--- src/rtl/seq_det_pkg.sv ---
// Shared width helpers and counter constants for the serial sequence detector.
package seq_det_pkg;

    // Bits needed to hold a pattern length or history fill count (0..max_len).
    function automatic int LEN_W(input int max_len);
        return $clog2(max_len + 1);
    endfunction

    // Bits needed to address a pattern slot; never narrower than one bit.
    function automatic int IDX_W(input int n_pat);
        return (n_pat > 1) ? $clog2(n_pat) : 1;
    endfunction

    // Bits needed for the match code (0 = no hit, 1..n_pat = slot index + 1).
    function automatic int CODE_W(input int n_pat);
        return $clog2(n_pat + 1);
    endfunction

    // All-ones saturation value of a hit counter of the given width (up to 31 bits).
    function automatic logic [31:0] cnt_sat(input int cnt_w);
        return (32'h1 << cnt_w) - 32'h1;
    endfunction

endpackage

--- src/rtl/seq_det_slot.sv ---
// One pattern slot: stored pattern/length, masked comparator, hit flag and hit counter.
module seq_det_slot
    import seq_det_pkg::*;
#(
    parameter int MAX_LEN = 8,
    parameter int CNT_W   = 8
) (
    input  logic                        clk,
    input  logic                        rst,
    input  logic                        cfg_sel_i,
    input  logic                        cfg_we_i,
    input  logic [MAX_LEN-1:0]          cfg_pat_i,
    input  logic [LEN_W(MAX_LEN)-1:0]   cfg_len_i,
    input  logic                        acc_i,
    input  logic [MAX_LEN-1:0]          hist_n_i,
    input  logic [LEN_W(MAX_LEN)-1:0]   fill_n_i,
    input  logic                        cnt_clr_i,
    output logic                        match_o,
    output logic                        hit_o,
    output logic [CNT_W-1:0]            cnt_o
);

    localparam int             LW      = LEN_W(MAX_LEN);
    localparam logic [CNT_W-1:0] CNT_MAX = CNT_W'(cnt_sat(CNT_W));

    logic [MAX_LEN-1:0] pat_q;
    logic [LW-1:0]      len_q;
    logic               hit_q;
    logic [CNT_W-1:0]   cnt_q;
    logic               bits_eq;
    logic               len_ok;

    // Slot configuration registers; a zero or oversized length leaves the slot disabled.
    always_ff @(posedge clk) begin
        if (rst) begin
            pat_q <= '0;
            len_q <= '0;
        end else if (cfg_sel_i) begin
            pat_q <= cfg_pat_i;
            len_q <= cfg_len_i;
        end
    end

    // Compare only the lowest len bits of the candidate history against the pattern.
    always_comb begin
        bits_eq = 1'b1;
        for (int j = 0; j < MAX_LEN; j++) begin
            if ((j < int'(len_q)) && (hist_n_i[j] != pat_q[j])) begin
                bits_eq = 1'b0;
            end
        end
    end

    assign len_ok  = (len_q != '0) && (len_q <= LW'(MAX_LEN));
    assign match_o = len_ok && (fill_n_i >= len_q) && bits_eq;

    // Moore hit flag: reloaded on every accepted bit, dropped by any config write.
    always_ff @(posedge clk) begin
        if (rst) begin
            hit_q <= 1'b0;
        end else if (cfg_we_i) begin
            hit_q <= 1'b0;
        end else if (acc_i) begin
            hit_q <= match_o;
        end
    end

    // Saturating hit counter; a clear request beats a same-cycle increment.
    always_ff @(posedge clk) begin
        if (rst) begin
            cnt_q <= '0;
        end else if (cnt_clr_i) begin
            cnt_q <= '0;
        end else if (acc_i && match_o && (cnt_q != CNT_MAX)) begin
            cnt_q <= cnt_q + CNT_W'(1);
        end
    end

    assign hit_o = hit_q;
    assign cnt_o = cnt_q;

endmodule

--- src/rtl/seq_det_multi.sv ---
// Runtime-programmable multi-pattern serial sequence detector: shared bit history,
// fill tracking with overlap/non-overlap restart, and a priority-encoded match code.
module seq_det_multi
    import seq_det_pkg::*;
#(
    parameter int MAX_LEN = 8,
    parameter int N_PAT   = 2,
    parameter int CNT_W   = 8
) (
    input  logic                        clk,
    input  logic                        rst,
    input  logic                        x_valid_i,
    input  logic                        x_i,
    input  logic                        overlap_i,
    input  logic                        cfg_we_i,
    input  logic [IDX_W(N_PAT)-1:0]     cfg_idx_i,
    input  logic [MAX_LEN-1:0]          cfg_pat_i,
    input  logic [LEN_W(MAX_LEN)-1:0]   cfg_len_i,
    input  logic                        cnt_clr_i,
    output logic [N_PAT-1:0]            hit_o,
    output logic [CODE_W(N_PAT)-1:0]    y_o,
    output logic [N_PAT*CNT_W-1:0]      hit_cnt_o,
    output logic [MAX_LEN-1:0]          hist_o,
    output logic [LEN_W(MAX_LEN)-1:0]   fill_o
);

    localparam int LW = LEN_W(MAX_LEN);
    localparam int CW = CODE_W(N_PAT);

    logic [MAX_LEN-1:0] hist_q, hist_d;
    logic [LW-1:0]      fill_q, fill_n, fill_d;
    logic [CW-1:0]      y_q, y_d;
    logic [N_PAT-1:0]   match;
    logic [N_PAT-1:0]   cfg_sel;
    logic               acc;
    logic               any_match;

    // A config write takes the cycle; any bit offered alongside it is dropped.
    assign acc       = x_valid_i && !cfg_we_i;
    assign hist_d    = {hist_q[MAX_LEN-2:0], x_i};
    assign fill_n    = (fill_q >= LW'(MAX_LEN)) ? LW'(MAX_LEN) : (fill_q + LW'(1));
    assign any_match = |match;
    assign fill_d    = (any_match && !overlap_i) ? '0 : fill_n;

    genvar gi;
    generate
        for (gi = 0; gi < N_PAT; gi++) begin : g_slot
            assign cfg_sel[gi] = cfg_we_i && (int'(cfg_idx_i) == gi);

            seq_det_slot #(
                .MAX_LEN (MAX_LEN),
                .CNT_W   (CNT_W)
            ) u_slot (
                .clk       (clk),
                .rst       (rst),
                .cfg_sel_i (cfg_sel[gi]),
                .cfg_we_i  (cfg_we_i),
                .cfg_pat_i (cfg_pat_i),
                .cfg_len_i (cfg_len_i),
                .acc_i     (acc),
                .hist_n_i  (hist_d),
                .fill_n_i  (fill_n),
                .cnt_clr_i (cnt_clr_i),
                .match_o   (match[gi]),
                .hit_o     (hit_o[gi]),
                .cnt_o     (hit_cnt_o[gi*CNT_W +: CNT_W])
            );
        end
    endgenerate

    // Lowest-numbered matching slot wins; code is its index plus one.
    always_comb begin
        y_d = '0;
        for (int i = N_PAT - 1; i >= 0; i--) begin
            if (match[i]) begin
                y_d = CW'(i + 1);
            end
        end
    end

    // Bit history keeps shifting on every accepted bit, regardless of hits.
    always_ff @(posedge clk) begin
        if (rst) begin
            hist_q <= '0;
        end else if (acc) begin
            hist_q <= hist_d;
        end
    end

    // Fill count: restarted by config writes and, in non-overlap mode, by any hit.
    always_ff @(posedge clk) begin
        if (rst) begin
            fill_q <= '0;
        end else if (cfg_we_i) begin
            fill_q <= '0;
        end else if (acc) begin
            fill_q <= fill_d;
        end
    end

    // Registered match code, held between accepted bits.
    always_ff @(posedge clk) begin
        if (rst) begin
            y_q <= '0;
        end else if (cfg_we_i) begin
            y_q <= '0;
        end else if (acc) begin
            y_q <= y_d;
        end
    end

    assign y_o    = y_q;
    assign hist_o = hist_q;
    assign fill_o = fill_q;

endmodule
--- config.mk ---
export PLATFORM = sky130hd
export DESIGN_NAME = seq_det_multi
export DESIGN_NICKNAME = d
export VERILOG_FILES = /design/src/rtl/seq_det_pkg.sv /design/src/rtl/seq_det_slot.sv /design/src/rtl/seq_det_multi.sv
export SDC_FILE = /design/constraint.sdc
export NUM_CORES = 1
export LEC_CHECK = 0
export BUFFER_PORTS_ARGS = -buffer_cell sky130_fd_sc_hd__buf_4
export CORE_MARGIN = 2
export CORE_UTILIZATION = 50
export DETAILED_ROUTE_END_ITERATION = 10
export GPL_TIMING_DRIVEN = 1
export PLACE_DENSITY = 0.82
export SETUP_SLACK_MARGIN = 0.5
export SKIP_CTS_REPAIR_TIMING = 1
export SLEW_MARGIN = 20
export SYNTH_ARGS = -nofsm -noshare
export SYNTH_HDL_FRONTEND = slang
export SYNTH_SLANG_ARGS = --single-unit
--- constraint.sdc ---
create_clock -name clk -period 2.4 [get_ports clk]
set_input_delay 0.48 -clock clk [delete_from_list [all_inputs] [get_ports clk]]
set_output_delay 0.48 -clock clk [all_outputs]
set_load 0.05 [all_outputs]
# Word level (Yosys, flattened, before mapping)
# Index checks and enable logic that the tools add are counted.
# Widths: inputs -> output; s select.
# word_totals
regBits	56
wordCells	111
in_bits	20
out_inout_bits	32
# op_classes
n_bitwise	1
eq_ne	18
reduce_logical	37
order_cmp	21
n_addsub	3
mux	20
# op_table
cell	count
$lt 3x4->1 const A	8
$logic_and 1x1->1	30
$add 8x1->8 const B	2
$lt 1x4->1 const A	4
$lt 2x4->1 const A	4
$mux 1	16
$ne 1x1->1	16
$ne 8x8->1 const B	2
$ge 4x4->1	2
$le 4x4->1 const B	2
$mux 4	2
$reduce_bool 4->1	2
$reduce_or 2->1	3
$add 4x1->4 const B	1
$ge 4x4->1 const B	1
$mux 2	2
$logic_not 1->1	2
$not 1->1	1

# Longest topological paths before layout
# Gate-level depths: netlist (run 1).
# logic_depth
word_depth	14
mapped_depth	10

# By module
# A second synthesis (run 1) with hierarchy kept.
# hier_totals
cells_unflattened	339
area_unflattened_um2	3016.6
# by_module_without_submodules
mod	area_each_um2	seq_area_each_um2	instances	cells_per_inst
seq_det_slot	1172.4	420.4	2	133
seq_det_multi	671.9	280.3	1	73

# Worst setup path after synthesis (run 1)
# No wires, ideal clock.
# synth_timing
path_type	register -> register
start	register fill_q[0] (netlist: fill_o[0])
end	register g_slot[1].u_slot.cnt_q[2]
path_buffers	1
setup_slack_ns	-0.498
setup_time_ns	0.116
path_stages_with_launch	11
arrival_time_ns	2.782
path_cell_list	dfxtp_1 inv_1 ha_1 nor2b_1 ha_1 a21oi_1 maj3_1 a2111oi_4 buf_6 a21oi_1 a31o_2
# synth_between
elab_chain_cells	7
word_cells_on_any_way	8
cone_classes	add/sub: 1; order compare: 2; mux: 1; reduce/logical: 4
# synth_rtl
element	line_no	source
start, declared	seq_det_multi.sv:31	logic [LW-1:0] fill_q, fill_n, fill_d;
start signal, assigned	seq_det_multi.sv:97	fill_q <= fill_d;
$add 4x1->4 or $ge 4x4->1 (tied branches)	seq_det_multi.sv:41	assign fill_n = (fill_q >= LW'(MAX_LEN)) ? LW'(MAX_LEN) : (fill_q + LW'(1));
$mux 4 *	seq_det_multi.sv:41	
$ge 4x4->1 *	seq_det_slot.sv:55	assign match_o = len_ok && (fill_n_i >= len_q) && bits_eq;
$logic_and 1x1->1 * (2 in series)	seq_det_slot.sv:55	
$logic_and 1x1->1 * (2 in series)	seq_det_slot.sv:74	end else if (acc_i && match_o && (cnt_q != CNT_MAX)) begin
end signal, assigned	seq_det_slot.sv:75	cnt_q <= cnt_q + CNT_W'(1);
end, declared	seq_det_slot.sv:29	logic [CNT_W-1:0] cnt_q;
# Mark *: on every way between the ends. The rest lies on a longest branch, timed or not.
# A chain may end at the register's enable or synchronous reset.

# Final worst setup path (run 1)
# layout_timing
start	register fill_q[1] (netlist: fill_o[1])
end	register g_slot[0].u_slot.cnt_q[7]
# layout_between
elab_chain_cells	7
word_cells_on_any_way	8
cone_classes	add/sub: 1; order compare: 2; mux: 1; reduce/logical: 4
# layout_rtl
element	line_no
$add 4x1->4 or $ge 4x4->1 (tied branches)	seq_det_multi.sv:41
$mux 4 *	seq_det_multi.sv:41
$ge 4x4->1 *	seq_det_slot.sv:55
$logic_and 1x1->1 * (2 in series)	seq_det_slot.sv:55
$logic_and 1x1->1 * (2 in series)	seq_det_slot.sv:74
end signal, assigned	seq_det_slot.sv:75
end, declared	seq_det_slot.sv:29
# Marks and branches as above.

==> out/results.ini, run 1 <==
[sta]
setup_viol = 18
finalHoldViolCount = 0
fin_crit_ns = 2.498
setup_tns_ns = -0.7973
fmax_mhz = 400.4
finalCritPeriodShare_pct = 104.1
worst_slack_ns = -0.09779
worst_pin_slew_ns = 0.6068
rsz0062_at_grt = yes
slew_headroom_pct = 59.01
hold_slack_ns = 0.4088
fin_worst_skew_ns = 0.008534
drv_slew = 0

[place]
hpwl_mm = 5.000
routabilityCongestion = 0.8809
port_buffers = 51

[finish]
fin_nets = 439
drive_gt1_share_pct = 32.20
mostFrequentLayoutCell = nand2_1
fillers = 467
layout_common_cells = nand2_1 (80), buf_4 (64), dfxtp_1 (51)
area_delta_synth_final_pct = 32.63
multiInputGateArea_mm2 = 0.001827
antenna_cells = 0
regArea_mm2 = 0.001111

[yosys]
synth_xor_area_share_pct = 5.625
postSynthCellCount = 350
muxShareOfSynthArea_pct = 1.786
synth_fa_ha_area_share_pct = 5.223
synthSimpleGateAreaFrac_pct = 23.66
synth_top_family_by_area = simple AND/OR/NAND/NOR gates
synth.avg_cell_area_um2 = 8.008
syn_area_mm2 = 0.002803
synth-edff-count = 0
synth_flop_cell = dfxtp_1
yosysSeqAreaShare_pct = 39.29
ys_types = 46
yosysWarnings = 0
synthArstFlopShare_pct = 0
synth_fp_nets = 380
synth_seq_cells = 55
synth_compound_area_share_pct = 18.93

[clock_tree]
cts_sinks = 55
cts_tree = built
clockBufferDepth = 2
cts_buffers = 5
clk_pin_slew_ns = 0.10
cts-root-buf = clkbuf_8
clkLatencyLatePin_ns = 0.32
cts_max_level = 2

[global_route]
grt_max_degree = 44
gr-total-overflow = 0
grt_pass1_vias = 2482
track_usage_pct = 22.76
grt_pass1_wl_mm = 11.34
antenna_found_initial = 0

[worst_setup_path]
critPathArrivalTime_ns = 2.75
r2r_slack_ns = -0.1
critPathLaunchType = flip-flop
rr_worst_depth = 9
critPathCaptureType = flip-flop
crit_path_max_fanout = 6
setup.worst_path.class = reg -> reg
r2r-start = fill_o[1]
worstPathRequired_ns = 2.66
r2r_end = g_slot[0].u_slot.cnt_o[7]

[power_and_ir_drop]
peakVddDrop_v = 0.0003660
powerDensity_mw_per_mm2 = 479.9
leakage_nw = 1.437

[floorplanning]
core-area_mm2 = 0.005473
fp.dieH_um = 78.87
top_level_ports = 52
rows = 27
dieArea_mm2 = 0.006220
die_w_um = 78.87
start_util_pct = 51.21

[route]
drt_pass1_iterations = 4
drc = 0
drt_iter0_markers = 223
avgRoutedWirePerCell_um = 16.49
viasPerCell = 5.799
detail-route-antenna-nets = 0
num_vias = 2795
drt-total-wl_mm = 7.948

[run]
cap_violations = 0

[hold_path]
hold_end = y_o[1]
min_path_cells = 2
hp-start = x_valid_i
hp-class = in -> reg

[status]
status = complete, but fails checks
violations = setup timing

-- where the power goes --
group,total [mW],switching [mW],internal [mW]
Clock,0.525,0.318,0.207
Sequential,0.958,0.0247,0.933
Combinational,0.302,0.171,0.131
-- per-stage QoR --
step	total power [mW]	utilization (%)	std cells	worst slack [ns]	area (um^2)
2_1_floorplan	1.127	-	350	-0.08072	2841
3_3_place_gp	1.205	60.63	468	-0.06652	3318
3_5_place_dp	1.213	60.63	468	-0.1290	3318
4_1_cts	1.723	62.23	476	-0.1520	3406
5_1_grt	1.850	67.92	482	-0.1640	3717
6_report	1.784	67.92	482	-0.09779	3717
-- critical path, cell delays in order, from the launching register on --
cell	delay, ns
dfxtp_4	0.36
buf_4	0.15
a31o_4	0.25
ha_4	0.27
nor2_2	0.04
nor3_2	0.16
nand4_1	0.25
a211o_4	0.38
or4_4	0.42
a21oi_2	0.16
-- flip-flops by register name (all words and copies together), names as in the netlist --
signal	cells
hist_o	8
y_o	2
g_slot.u_slot.len_q	8
g_slot.u_slot.hit_o	1
g_slot.u_slot.cnt_o	16
g_slot.u_slot.pat_q	16
fill_o	4
-- final cells by class --
class                      instances  area share (%)
inverter                          13           1.313
clock inverter                     3          0.5049
timing repair buffer              71           14.88
clock buffer                       5           1.851
multi-input combinational        263           49.14
tap                               72           2.423
sequential                        55           29.89
-- layer usage --
metal	wire length, um	track usage, %	up-vias
met2	4082	39.40	100
li1	-	-	1332
met4	120	7.241	0
met1	3318	28.76	1348
met5	0	0	-
met3	426	4.205	15
-- how the worst max path moves through the flow --
stage | from | end | slack [ns] | depth (start not counted)
after floorplan | fill_o[1] | g_slot[0].u_slot.cnt_o[5] | -0.08 | 9
after global placement | fill_o[1] | g_slot[0].u_slot.cnt_o[5] | -0.07 | 9
after detailed placement | fill_o[0] | g_slot[1].u_slot.cnt_o[2] | -0.13 | 10
after CTS | fill_o[0] | g_slot[1].u_slot.cnt_o[2] | -0.15 | 10
after global routing | fill_o[0] | y_o[0] | -0.16 | 11
final | fill_o[1] | g_slot[0].u_slot.cnt_o[7] | -0.1 | 9
-- cell families (layout without fill, tap and decap cells) --
| group | count (synthesis) | count (layout) |
|---|---|---|
| buf+inv | 33 | 92 |
| simple gates | 142 | 142 |
| compound gates | 85 | 86 |
| mux | 5 | 5 |
| fa+ha+maj | 12 | 12 |
| xor+xnor | 18 | 18 |
| flops | 55 | 55 |
-- synthesized netlist by cell type (2+ instances only) --
library cell,number,share of area [%]
nand2_1,80,11
dfxtp_1,55,39
a21oi_1,46,8.2
clkbuf_1,13,1.7
inv_1,13,1.7
o21ai_0,11,2.0
ha_1,10,4.5
nand3_1,10,1.8
nor2_1,10,1.3
xor2_1,10,3.1
xnor2_1,8,2.5
o31ai_1,7,1.9
nand2b_1,6,1.3
mux2i_1,5,1.8
nand4_1,5,1.1
nor3_1,5,0.89
or4_1,5,1.3
buf_4,4,1.1
nor4_1,4,0.89
or3_1,4,0.89
a31o_2,3,0.94
nor2b_1,3,0.67
o41ai_1,3,0.94
a211oi_1,2,0.54
a21o_1,2,0.54
a31oi_1,2,0.45
and2_1,2,0.45
and3_1,2,0.45
buf_6,2,0.80
or2_2,2,0.45
(Power assumes the default switching activity.)
==> run 2: changes to the inputs <==
--- a/config.mk
+++ b/config.mk
@@ -8,6 +8,7 @@
 export BUFFER_PORTS_ARGS = -buffer_cell sky130_fd_sc_hd__buf_4
 export CORE_MARGIN = 2
 export CORE_UTILIZATION = 50
+export CTS_BUF_LIST = sky130_fd_sc_hd__clkbuf_2 sky130_fd_sc_hd__clkbuf_4 sky130_fd_sc_hd__clkbuf_8
 export DETAILED_ROUTE_END_ITERATION = 10
 export GPL_TIMING_DRIVEN = 1
 export PLACE_DENSITY = 0.82
==> constraint.sdc (replaced) <==
create_clock -name clk -period 2.4 [get_ports clk]
set_input_delay 0.12 -clock clk [delete_from_list [all_inputs] [get_ports clk]]
set_output_delay 0.12 -clock clk [all_outputs]
set_load 0.05 [all_outputs]
==> run 2 against run 1 <==
Against the previous run: the run still ends with setup timing left; register-to-register slack about the same; sequential share of layout area rose by 0.30 points; setup slack better by 0.0087 ns; clock power increased by 7.2%; flip-flop and latch count stayed put; combinational power down 4%; non-clock buffer count grew 1; wire length down 3.6%; cell area decreased by 1.0%; first-iteration DRC count decreased by 23%; clock skew up 0.00075 ns; core utilization decreased by 0.69 points; critical path type unchanged; critical endpoint is now g_slot[1].u_slot.cnt_o[1]; largest cell class unchanged.
==> out/results.ini, run 2 (synthesis gave the netlist of run 1 again) <==
[floorplanning]
start_util_pct = 51.21  ; unchanged
die_w_um = 78.87  ; unchanged
rows = 27  ; unchanged
dieArea_mm2 = 0.006220  ; unchanged
core-area_mm2 = 0.005473  ; unchanged
fp.dieH_um = 78.87  ; unchanged
top_level_ports = 52  ; unchanged

[sta]
worst_pin_slew_ns = 0.8766  ; +0.2698 ns
rsz0062_at_grt = yes
drv_slew = 0  ; unchanged
finalCritPeriodShare_pct = 103.7  ; -0.36 points
finalHoldViolCount = 0  ; unchanged
fin_worst_skew_ns = 0.009287  ; +0.0007525 ns
fmax_mhz = 401.8  ; +0.35%
slew_headroom_pct = 41.44  ; -18 points
setup_viol = 18  ; unchanged
fin_crit_ns = 2.489  ; -0.008746 ns
worst_slack_ns = -0.08904  ; +0.008746 ns

[worst_setup_path]
setup.worst_path.class = reg -> reg
crit_path_max_fanout = 5  ; -1
critPathArrivalTime_ns = 2.73  ; -0.02 ns
critPathLaunchType = flip-flop
worstPathRequired_ns = 2.64  ; -0.02 ns
critPathCaptureType = flip-flop

[clock_tree]
cts_max_level = 2  ; unchanged
cts_sinks = 55  ; unchanged
cts-root-buf = clkbuf_8
cts_tree = built
cts_buffers = 5  ; unchanged
clkLatencyLatePin_ns = 0.31  ; about the same
clockBufferDepth = 2  ; unchanged
clk_pin_slew_ns = 0.10  ; about the same

[finish]
mostFrequentLayoutCell = nand2_1
fin_nets = 440  ; +0.23%
drive_gt1_share_pct = 31.14  ; -1.1 points
fillers = 472  ; +1.1%
layout_common_cells = nand2_1 (80), buf_4 (65), dfxtp_1 (51)
antenna_cells = 0  ; unchanged
final_util_pct = 67.24  ; -0.69 points
area_delta_synth_final_pct = 31.29

[place]
port_buffers = 51  ; unchanged
hpwl_mm = 4.974  ; -0.52%
routabilityCongestion = 0.9055  ; +2.8%

[hold_path]
hp-class = in -> reg

[power_and_ir_drop]
switching_share_pct = 26.84  ; -2.0 points
power_frac_clock_pct = 31.1  ; +1.7 points
power.switching_mw = 0.4862  ; -5.3%
fin_total_pwr_mw = 1.812  ; +1.6%
leakage_nw = 1.419  ; -1.3%
p_int_mw = 1.326  ; +4.3%
power_frac_comb_pct = 16.0  ; -0.9 points
power.share.sequential_pct = 52.9  ; -0.8 points
powerDensity_mw_per_mm2 = 492.3  ; +2.6%
peakVddDrop_v = 0.0003794  ; +3.7%

[route]
num_vias = 2725  ; -2.5%
drt-total-wl_mm = 7.665  ; -3.6%
avgRoutedWirePerCell_um = 15.87  ; -3.8%
drc = 0  ; unchanged
drt_pass1_iterations = 4  ; unchanged
drt_iter0_markers = 172  ; -23%
viasPerCell = 5.642  ; -2.7%
detail-route-antenna-nets = 0  ; unchanged

[run]
cap_violations = 0  ; unchanged

[global_route]
track_usage_pct = 22.21  ; -0.55 points
grt_pass1_wl_mm = 11.09  ; -2.2%
grt_max_degree = 44  ; unchanged
grt_pass1_vias = 2430  ; -2.1%
antenna_found_initial = 0  ; unchanged
gr-total-overflow = 0  ; unchanged

[status]
status = complete, but fails checks
violations = setup timing

run 2: cell types whose count changed in the layout (fill, tap and decap cells not counted), moves of 2 or more:
cell	previous run	this run
clkinv_2	2	0
o21ai_1	4	2
o41ai_1	1	3
clkbuf_8	5	7
o21ai_0	4	7
a21oi_2	5	8
inv_4	0	2
a21oi_1	41	38
run 2: power by group through the flow:
stage	Combinational (mW)	Clock [mW]	Sequential, mW
floorplan	0.145	0	0.982
global placement	0.228	0	0.976
detailed placement	0.234	0	0.978
CTS	0.236	0.574	0.957
global route	0.313	0.609	0.962
finish	0.291	0.563	0.959
run 2: path summary, 6_finish.rpt:
path,start,end,slack (ns),cells past startpoint
worst max-delay path,fill_o[0],g_slot[1].u_slot.cnt_o[1],-0.09,12
worst min-delay path,x_valid_i,y_o[1],0.06,2
worst max register to register,fill_o[0],g_slot[1].u_slot.cnt_o[1],-0.09,12
worst min register to register,hist_o[7],hist_o[7],0.46,2
run 2: routing by layer:
layer  global-route usage [%]  vias up  share of wire (%)  wire length [um]
met5                        0        -                  0                 0
met4                    5.862        0                1.7               134
met3                    3.864       14                5.3               405
met2                    40.34       88                 50              3848
met1                    27.13     1289                 43              3276
li1                         -     1334                  -                 -
run 2: layout make-up:
cell class | count | area, um^2 | area share, %
well taps | 72 | 90.09 | 2.448
repair buffers | 72 | 560.5 | 15.23
multi-input cells | 263 | 1764 | 47.94
flip-flops and latches | 55 | 1111 | 30.19
clock inverters | 1 | 6.256 | 0.1700
inverters | 13 | 51.30 | 1.394
clock buffers | 7 | 96.34 | 2.618
run 2: critical path, cell delays in order, from the launching register on:
cell and delay (ns):
dfxtp_4 0.39, inv_4 0.04, ha_4 0.20, nor2b_4 0.14, buf_6 0.12, ha_4 0.25
a21oi_2 0.04, maj3_2 0.33, a2111oi_4 0.42, buf_2 0.24, buf_4 0.13, nand3_2 0.05
o21ai_1 0.08
run 2: metrics by stage:
step | instances | instance area (um^2) | worst slack, ns | TNS (ns) | hold WS (ns)
6_report | 483 | 3680 | -0.08904 | -0.9657 | 0.05671
5_1_grt | 483 | 3680 | -0.1664 | -2.581 | 0.05241
4_1_cts | 475 | 3413 | -0.1437 | -0.9312 | 0.04854
3_5_place_dp | 467 | 3311 | -0.1225 | -0.7197 | 0.3803
3_3_place_gp | 467 | 3311 | -0.06681 | -0.2224 | 0.3625
2_1_floorplan | 350 | 2841 | -0.08072 | -0.2124 | 0.2269
==> run 3: changes to the inputs <==
--- a/config.mk
+++ b/config.mk
@@ -6,12 +6,11 @@
 export NUM_CORES = 1
 export LEC_CHECK = 0
 export BUFFER_PORTS_ARGS = -buffer_cell sky130_fd_sc_hd__buf_4
-export CORE_MARGIN = 2
 export CORE_UTILIZATION = 50
-export CTS_BUF_LIST = sky130_fd_sc_hd__clkbuf_2 sky130_fd_sc_hd__clkbuf_4 sky130_fd_sc_hd__clkbuf_8
+export CTS_BUF_LIST = sky130_fd_sc_hd__clkbuf_2
 export DETAILED_ROUTE_END_ITERATION = 10
 export GPL_TIMING_DRIVEN = 1
-export PLACE_DENSITY = 0.82
+export PLACE_DENSITY = 0.79
 export SETUP_SLACK_MARGIN = 0.5
 export SKIP_CTS_REPAIR_TIMING = 1
 export SLEW_MARGIN = 20
==> constraint.sdc (replaced) <==
create_clock -name clk -period 2.9 [get_ports clk]
set_input_delay 0.145 -clock clk [delete_from_list [all_inputs] [get_ports clk]]
set_output_delay 0.145 -clock clk [all_outputs]
set_load 0.05 [all_outputs]
==> run 3 against run 2 <==
Against the previous run: combinational power decreased by 25%; the flow now finishes without violations; critical endpoint is now g_slot[0].u_slot.cnt_o[7]; largest cell class unchanged; core utilization grew 0.77 points; final cell count did not move; clock-buffer cell count is 1 lower.
==> out/results.ini, run 3 (synthesis gave the netlist of run 1 again) <==
[status]
status = complete, no violations

[sta]
fin_worst_skew_ns = 0.02922  ; +0.01993 ns
fmax_mhz = 403.3  ; +0.40%
finalHoldViolCount = 0  ; unchanged
rsz0062_at_grt = yes
drv_slew = 0  ; unchanged
finalCritPeriodShare_pct = 85.49  ; -18 points
slew_headroom_pct = 38.94  ; -2.5 points
fin_crit_ns = 2.479  ; -0.009800 ns
worst_pin_slew_ns = 0.9140  ; +0.03743 ns
setup_tns_ns = 0  ; +0.9657 ns
setup_viol = 0  ; -18

[global_route]
gr-total-overflow = 0  ; unchanged
grt_pass1_wl_mm = 10.23  ; -7.8%
track_usage_pct = 21.42  ; -0.79 points
grt_max_degree = 44  ; unchanged
grt_pass1_vias = 2184  ; -10%
antenna_found_initial = 0  ; unchanged

[finish]
area_delta_synth_final_pct = 27.10
layout_common_cells = nand2_1 (80), buf_4 (56), dfxtp_1 (51)
drive_gt1_share_pct = 23.97  ; -7.2 points
mostFrequentLayoutCell = nand2_1
multiInputGateArea_mm2 = 0.001667  ; -5.5%
fillers = 447  ; -5.3%
fin_nets = 442  ; +0.45%
regArea_mm2 = 0.001114  ; +0.23%
antenna_cells = 0  ; unchanged

[clock_tree]
cts_tree = built
cts_max_level = 2  ; unchanged
cts_buffers = 5  ; unchanged
clockBufferDepth = 2  ; unchanged
clkLatencyLatePin_ns = 0.45  ; +0.14 ns
cts-root-buf = clkbuf_2
cts_sinks = 55  ; unchanged
clk_pin_slew_ns = 0.28  ; +0.18 ns

[worst_setup_path]
rr_worst_depth = 9  ; -3
slowest_stage = dfxtp_4
worstPathCellList = inv_2, ha_4, nor2b_4, ha_4, a21oi_2, maj3_2, a211o_4, or4_4, a21oi_2
critPathArrivalTime_ns = 2.87  ; +0.14 ns
crit_path_max_fanout = 6  ; +1
critPathLaunchType = flip-flop
worstPathRequired_ns = 3.29  ; +0.65 ns
setup.worst_path.class = reg -> reg
critPathMaxStageDelay_ns = 0.45  ; +0.03 ns
critPathCaptureType = flip-flop

[route]
drt-total-wl_mm = 6.849  ; -11%
num_vias = 2665  ; -2.2%
avgRoutedWirePerCell_um = 14.18  ; -11%
drt_pass1_iterations = 4  ; unchanged
drc = 0  ; unchanged
detail-route-antenna-nets = 0  ; unchanged
viasPerCell = 5.518  ; -2.2%
drt_iter0_markers = 106  ; -38%

[power_and_ir_drop]
fin_total_pwr_mw = 1.329  ; -27%
peakVddDrop_v = 0.0003425  ; -9.7%
powerDensity_mw_per_mm2 = 373.1  ; -24%
leakage_nw = 1.371  ; -3.3%

[place]
routabilityCongestion = 0.8525  ; -5.9%
hpwl_mm = 4.494  ; -9.7%
port_buffers = 51  ; unchanged

[floorplanning]
start_util_pct = 53.51  ; +2.3 points
dieArea_mm2 = 0.005909  ; -5.0%
rows = 26  ; -3.7%
die_w_um = 76.87  ; -2.5%
core-area_mm2 = 0.005238  ; -4.3%
fp.dieH_um = 76.87  ; -2.5%
top_level_ports = 52  ; unchanged

[run]
cap_violations = 0  ; unchanged

[hold_path]
hp-class = in -> reg
min_path_cells = 3  ; +1

-- run 3: cell types whose count changed in the layout (fill, tap and decap cells not counted), sizes merged --
cell         change
dlygate4sd3     +16
clkinvlp         +1
buf             -15
-- run 3: layer usage --
metal / track usage, % / routed length (um) / up-vias
met4: 5.385 / 54 / 0
met3: 4.048 / 313 / 8
met5: 0 / 0 / -
met1: 28.40 / 3142 / 1253
met2: 35.54 / 3339 / 63
li1: - / - / 1341
-- run 3: worst max-delay path: cells and delay by family (launching register included) --
kind / cells / cell delay [ns]
simple gates: 2 / 0.56
compound gates: 3 / 0.56
buf+inv: 1 / 0.05
fa+ha+maj: 3 / 0.81
flops: 1 / 0.45
-- run 3: power by group --
part	internal, mW	total (mW)	switching [mW]
Sequential	0.775	0.797	0.0215
Combinational	0.0980	0.219	0.121
Clock	0.0663	0.314	0.247
-- run 3: cell type report --
class / instances / share of cell area [%]
clock inverter: 2 / 0.4566
multi-input combinational: 263 / 46.79
sequential: 55 / 31.26
clock buffer: 6 / 0.8430
inverter: 13 / 1.370
timing repair buffer: 74 / 16.82
tap: 70 / 2.459
-- run 3: final timing paths --
path	start	to	slack, ns
max reg2reg	fill_o[0]	g_slot[0].u_slot.cnt_o[7]	0.42
min reg2reg	hist_o[7]	hist_o[7]	0.48
max	fill_o[0]	g_slot[0].u_slot.cnt_o[7]	0.42
min	overlap_i	fill_o[3]	0.11
-- run 3: through the flow --
stage          utilization (%)  hold slack, ns  cells  setup WS, ns  instance area [um^2]
2_1_floorplan                -          0.2519    350        0.4193                  2825
6_report                 68.01          0.1126    483        0.4208                  3562
3_5_place_dp             61.13          0.3931    453        0.2922                  3202
5_1_grt                  68.01         0.07684    483        0.3519                  3562
3_3_place_gp             61.13          0.3872    453        0.3460                  3202
4_1_cts                  62.02         -0.1154    461        0.2200                  3248
